--- src/rtl/inst_fetch_stage.sv ---
// Instruction-fetch stage with IF/ID pipeline register for the MIPS pipeline.
// Fetches over a req/ack handshake, honours stall and EX-stage redirect, flushes to NOP.
module inst_fetch_stage #(
  parameter logic [31:0] RESET_PC = 32'h0000_0000
) (
  input  logic        clk,
  input  logic        rst_n,
  output logic        imem_req,
  output logic [31:0] imem_addr,
  input  logic        imem_ack,
  input  logic [31:0] imem_rdata,
  input  logic        stall,
  input  logic        redirect,
  input  logic [31:0] redirect_pc,
  output logic [31:0] inst_out,
  output logic [31:0] pc_out,
  output logic [31:0] pc_plus4_out,
  output logic        inst_valid
);

  typedef enum logic [1:0] {
    IDLE = 2'd0,
    REQ  = 2'd1,
    HOLD = 2'd2,
    DROP = 2'd3
  } state_t;

  state_t      state_r;
  logic        req_r;
  logic [31:0] pc_r;
  logic [31:0] pend_pc_r;
  logic [31:0] buf_r;
  logic [31:0] inst_r;
  logic [31:0] pc_out_r;
  logic [31:0] pc_plus4_r;
  logic        valid_r;

  logic [31:0] target_s;
  logic [31:0] pc_next4_s;
  logic        accept_s;
  logic [31:0] word_s;

  assign target_s   = {redirect_pc[31:2], 2'b00};
  assign pc_next4_s = pc_r + 32'd4;

  // Decide whether a word enters IF/ID this cycle and where it comes from.
  always_comb begin
    accept_s = 1'b0;
    word_s   = imem_rdata;
    case (state_r)
      REQ: begin
        accept_s = imem_ack & ~redirect & ~stall;
        word_s   = imem_rdata;
      end
      HOLD: begin
        accept_s = ~redirect & ~stall;
        word_s   = buf_r;
      end
      default: begin
        accept_s = 1'b0;
        word_s   = imem_rdata;
      end
    endcase
  end

  // Fetch FSM: PC, pending redirect target, stall buffer and request flag.
  always_ff @(posedge clk or negedge rst_n) begin
    if (!rst_n) begin
      state_r   <= IDLE;
      req_r     <= 1'b0;
      pc_r      <= RESET_PC;
      pend_pc_r <= 32'h0000_0000;
      buf_r     <= 32'h0000_0000;
    end else begin
      case (state_r)
        IDLE: begin
          state_r <= REQ;
          req_r   <= 1'b1;
          if (redirect) pc_r <= target_s;
        end
        REQ: begin
          if (redirect) begin
            if (imem_ack) begin
              pc_r <= target_s;
            end else begin
              pend_pc_r <= target_s;
              state_r   <= DROP;
            end
          end else if (imem_ack) begin
            if (stall) begin
              buf_r   <= imem_rdata;
              state_r <= HOLD;
              req_r   <= 1'b0;
            end else begin
              pc_r <= pc_next4_s;
            end
          end
        end
        HOLD: begin
          if (redirect) begin
            pc_r    <= target_s;
            state_r <= REQ;
            req_r   <= 1'b1;
          end else if (!stall) begin
            pc_r    <= pc_next4_s;
            state_r <= REQ;
            req_r   <= 1'b1;
          end
        end
        DROP: begin
          // The stale fetch must complete before the new target is requested.
          if (imem_ack) begin
            pc_r    <= redirect ? target_s : pend_pc_r;
            state_r <= REQ;
          end else if (redirect) begin
            pend_pc_r <= target_s;
          end
        end
        default: begin
          state_r <= IDLE;
          req_r   <= 1'b0;
        end
      endcase
    end
  end

  // IF/ID pipeline register: flush beats stall, stall beats load, else bubble.
  always_ff @(posedge clk or negedge rst_n) begin
    if (!rst_n) begin
      inst_r     <= 32'h0000_0000;
      pc_out_r   <= 32'h0000_0000;
      pc_plus4_r <= 32'h0000_0000;
      valid_r    <= 1'b0;
    end else if (redirect) begin
      inst_r  <= 32'h0000_0000;
      valid_r <= 1'b0;
    end else if (!stall) begin
      if (accept_s) begin
        inst_r     <= word_s;
        pc_out_r   <= pc_r;
        pc_plus4_r <= pc_next4_s;
        valid_r    <= 1'b1;
      end else begin
        inst_r  <= 32'h0000_0000;
        valid_r <= 1'b0;
      end
    end
  end

  assign imem_req     = req_r;
  assign imem_addr    = pc_r;
  assign inst_out     = inst_r;
  assign pc_out       = pc_out_r;
  assign pc_plus4_out = pc_plus4_r;
  assign inst_valid   = valid_r;

endmodule
--- config.mk ---
export PLATFORM = sky130hd
export DESIGN_NAME = inst_fetch_stage
export DESIGN_NICKNAME = d
export VERILOG_FILES = /design/src/rtl/inst_fetch_stage.sv
export SDC_FILE = /design/constraint.sdc
export NUM_CORES = 1
export LEC_CHECK = 0
export ABC_AREA = 0
export CAP_MARGIN = 25
export CORE_ASPECT_RATIO = 0.6
export CORE_MARGIN = 4
export CORE_UTILIZATION = 55
export CTS_CLUSTER_DIAMETER = 150
export DETAILED_ROUTE_END_ITERATION = 7
export PLACE_DENSITY = 0.84
export SLEW_MARGIN = 40
export SYNTH_ARGS = -nofsm -noshare
export SYNTH_HDL_FRONTEND = slang
export SYNTH_SLANG_ARGS = --single-unit
--- constraint.sdc ---
create_clock -name clk -period 4.6 [get_ports clk]
set_input_delay 0.92 -clock clk [delete_from_list [all_inputs] [get_ports clk]]
set_output_delay 0.92 -clock clk [all_outputs]
set_load 0.01 [all_outputs]
==> impl_metrics.csv <==
group,metric,value,unit
outcome,status,"complete, no violations",
routing,via_count,7617,
logic_synthesis,syn-cell-area,9050,µm²
sta,fin_skew,0.0133,ns
placed_design,postPlaceCellArea,11200,µm²
clock_tree,cts_sinks,194,
logic_synthesis,synth-simple-area-share,15.2,%
grt,grt_pass1_vias,7568,
routing,drt_iter0_markers,727,
clock_tree,numCtsBuffers,17,
logic_synthesis,yosys_warnings,0,
grt,grt_pass1_wl,39400,µm
sta,fmax,309,MHz
final_layout,final_common_cell,"clkdlybuf4s50_1",
setup_path,setup.worst_path.end_class,"register",
clock_tree,hold_buffers,0,
logic_synthesis,avgSynthCellArea,10.1,µm²
pwr,ir_drop,0.000336,V
floorplan,ios,199,
min_path,hold_class,"input port to async pin",
logic_synthesis,synthAdderAreaFrac,0.829,%
pwr,power_density,627,nW/µm²
setup_path,cp-start-kind,"input port",
grt,grt_max_degree,110,
pwr,fin_total_pwr,7400,µW
setup_path,r2r_start,"imem_addr[2]",
clock_tree,cts_resized,0,
final_layout,area_growth,30.5,%
grt,grt_usage,26.2,%
logic_synthesis,synth-async-reset-ratio,100,%
logic_synthesis,ys_ff_latch,194,
setup_path,path_max_fanout,22,
clock_tree,clk_latency,0.43,ns
routing,drtAntennaViolNets,0,
grt,antenna_found_initial,0,
clock_tree,h-tree-depth,4,
placed_design,gp_congestion,0.846,
sta,finalCritPeriodShare,70.4,%
logic_synthesis,synth_mux_area_share,11.3,%
final_layout,drive_above_1_share,11.9,%
logic_synthesis,synth-main-ff-cell,"dfrtp_1",
setup_path,r2r_cells,6,
sta,slew_headroom,49.8,%
final_layout,fin_area,11800,µm²
sta,setup_viol,0,
pwr,p_leak,0.00493,µW
final_layout,final_net_count,1131,
placed_design,dpl.hpwl,16400,µm
routing,firstDrtPassIters,6,
sta,maxSlewViolCount,0,
setup_path,rrSetupSlack,1.71,ns
clock_tree,cts_tree,"done",
flow_run,maxCapViolations,0,
setup_path,critical_path_class,"input port to register",
routing,routed_wl,24000,µm
logic_synthesis,synth_edf_count,0,
sta,setup_tns,0,ns
setup_path,r2r_end,"imem_addr[30]",
floorplan,die_h,107,µm
final_layout,final_cell_mix,"195 x clkdlybuf4s50_1, 194 x dfrtp_1, 186 x nand2_1, 116 x o21ai_0, 62 x mux2_2",
floorplan,rows,36,
logic_synthesis,synth_top_family_by_area,"simple AND/OR/NAND/NOR gates",
logic_synthesis,synth-compound-area-share,13.2,%
floorplan,start_util,56.0,%
clock_tree,clk_path_buf_depth,2,
logic_synthesis,synth.distinct_cells,60,
grt,grt.overflow.total,0,
clock_tree,cts.reportedPaths.clkPinSlew,0.08,ns
floorplan,core-area,16200,µm²
sta,tightest_slew,0.747,ns
setup_path,cp.arrival,3.61,ns
setup_path,crit_required,4.97,ns
floorplan,dieArea,18600,µm²
placed_design,portBuffers,196,
clock_tree,cts_setup_buffers,0,
routing,drc,0,
logic_synthesis,yosysSeqAreaShare,53.6,%
logic_synthesis,synth_fp_nets,967,
routing,vias_per_cell,5.96,
logic_synthesis,synth-xor-area-share,2.61,%
floorplan,die_width,174,µm
sta,rsz0062_at_grt,"no",
sta,final_hold_viol_count,0,
logic_synthesis,syn_inst,892,
sta,period_needed,3.24,ns
routing,wl_per_cell,18.8,µm
clock_tree,cts_root_buffer,"clkbuf_16",
-- final cells by class --
cell class / count / area (µm²)
flip-flops and latches: 194 / 4850
fillers: 1148 / 4360
multi-input cells: 625 / 3950
repair buffers: 211 / 2130
clock buffers: 20 / 467
well taps: 209 / 262
clock inverters: 12 / 116
inverters: 7 / 26.3
diodes: 1 / 2.50
-- worst max path at each step --
stage | start | end | slack [ns] | depth (start not counted)
after global routing | redirect | pc_out[4] | 1.24 | 7
after floorplan | imem_addr[2] | imem_addr[30] | 2.05 | 7
after global placement | redirect | pc_plus4_out[10] | 1.02 | 6
after detailed placement | redirect | pc_out[4] | 0.97 | 7
final | redirect | pc_out[4] | 1.36 | 7
after CTS | redirect | pc_out[4] | 1.43 | 7
-- power by group --
group | switching [µW] | internal [µW]
clock network | 705 | 759
registers | 590 | 2380
logic | 1450 | 1520
-- kinds of logic (layout without fill, tap and decap cells) --
family                   after synthesis  count (layout)
adder cells (fa/ha/maj)                6               6
other                                  0               1
buffers and inverters                 73             250
flip-flops                           194             194
AND/OR/NAND/NOR                      307             307
AO/OA/AOI/OAI                        191             191
multiplexers                          94              94
XOR/XNOR                              27              27
-- flip-flops by register name, summed over array words and instances (netlist names) --
register,flops
buf_r,32
imem_addr,32
imem_req,1
inst_out,32
inst_valid,1
pc_out,32
pc_plus4_out,30
pend_pc_r,32
state_r,2
-- per-layer routing --
metal	GRT usage [%]	vias up	routed length, µm
met3	7.41	24	2440
met2	39.5	368	10700
met1	37.9	3758	10600
met5	0	-	0
met4	6.10	0	240
li1	-	3467	-
-- cells in the mapped netlist, types with 10 or more instances --
master / instances / area share (%)
dfrtp_1: 194 / 54
nand2_1: 186 / 7.7
and3_1: 10 / 0.69
a222oi_1: 11 / 1.2
mux2_2: 62 / 7.7
nor3_1: 16 / 0.88
o21ai_0: 116 / 6.4
nor2_1: 36 / 1.5
clkbuf_1: 45 / 1.9
xnor2_1: 20 / 1.9
nand3_1: 16 / 0.88
mux2i_1: 32 / 3.5
-- worst max-delay path: stages --
cell             delay, ns
clkdlybuf4s50_1       0.67
nand2b_1              0.53
nor2_1                0.39
o21a_1                0.52
buf_4                 0.39
nand2_1               0.10
nand2_1               0.07
-- stage by stage --
| step | cells | worst slack [ns] | hold slack [ns] | utilization, % |
|---|---|---|---|---|
| 2_1_floorplan | 892 | 2.05 | 0.462 | - |
| 3_5_place_dp | 1246 | 0.975 | 0.462 | 69.3 |
| 3_3_place_gp | 1244 | 1.02 | 0.458 | 68.9 |
| 6_report | 1279 | 1.36 | 0.433 | 73.0 |
| 4_1_cts | 1278 | 1.43 | 0.474 | 72.9 |
| 5_1_grt | 1278 | 1.24 | 0.493 | 73.0 |
No activity file was read; power rests on OpenSTA's default activity.
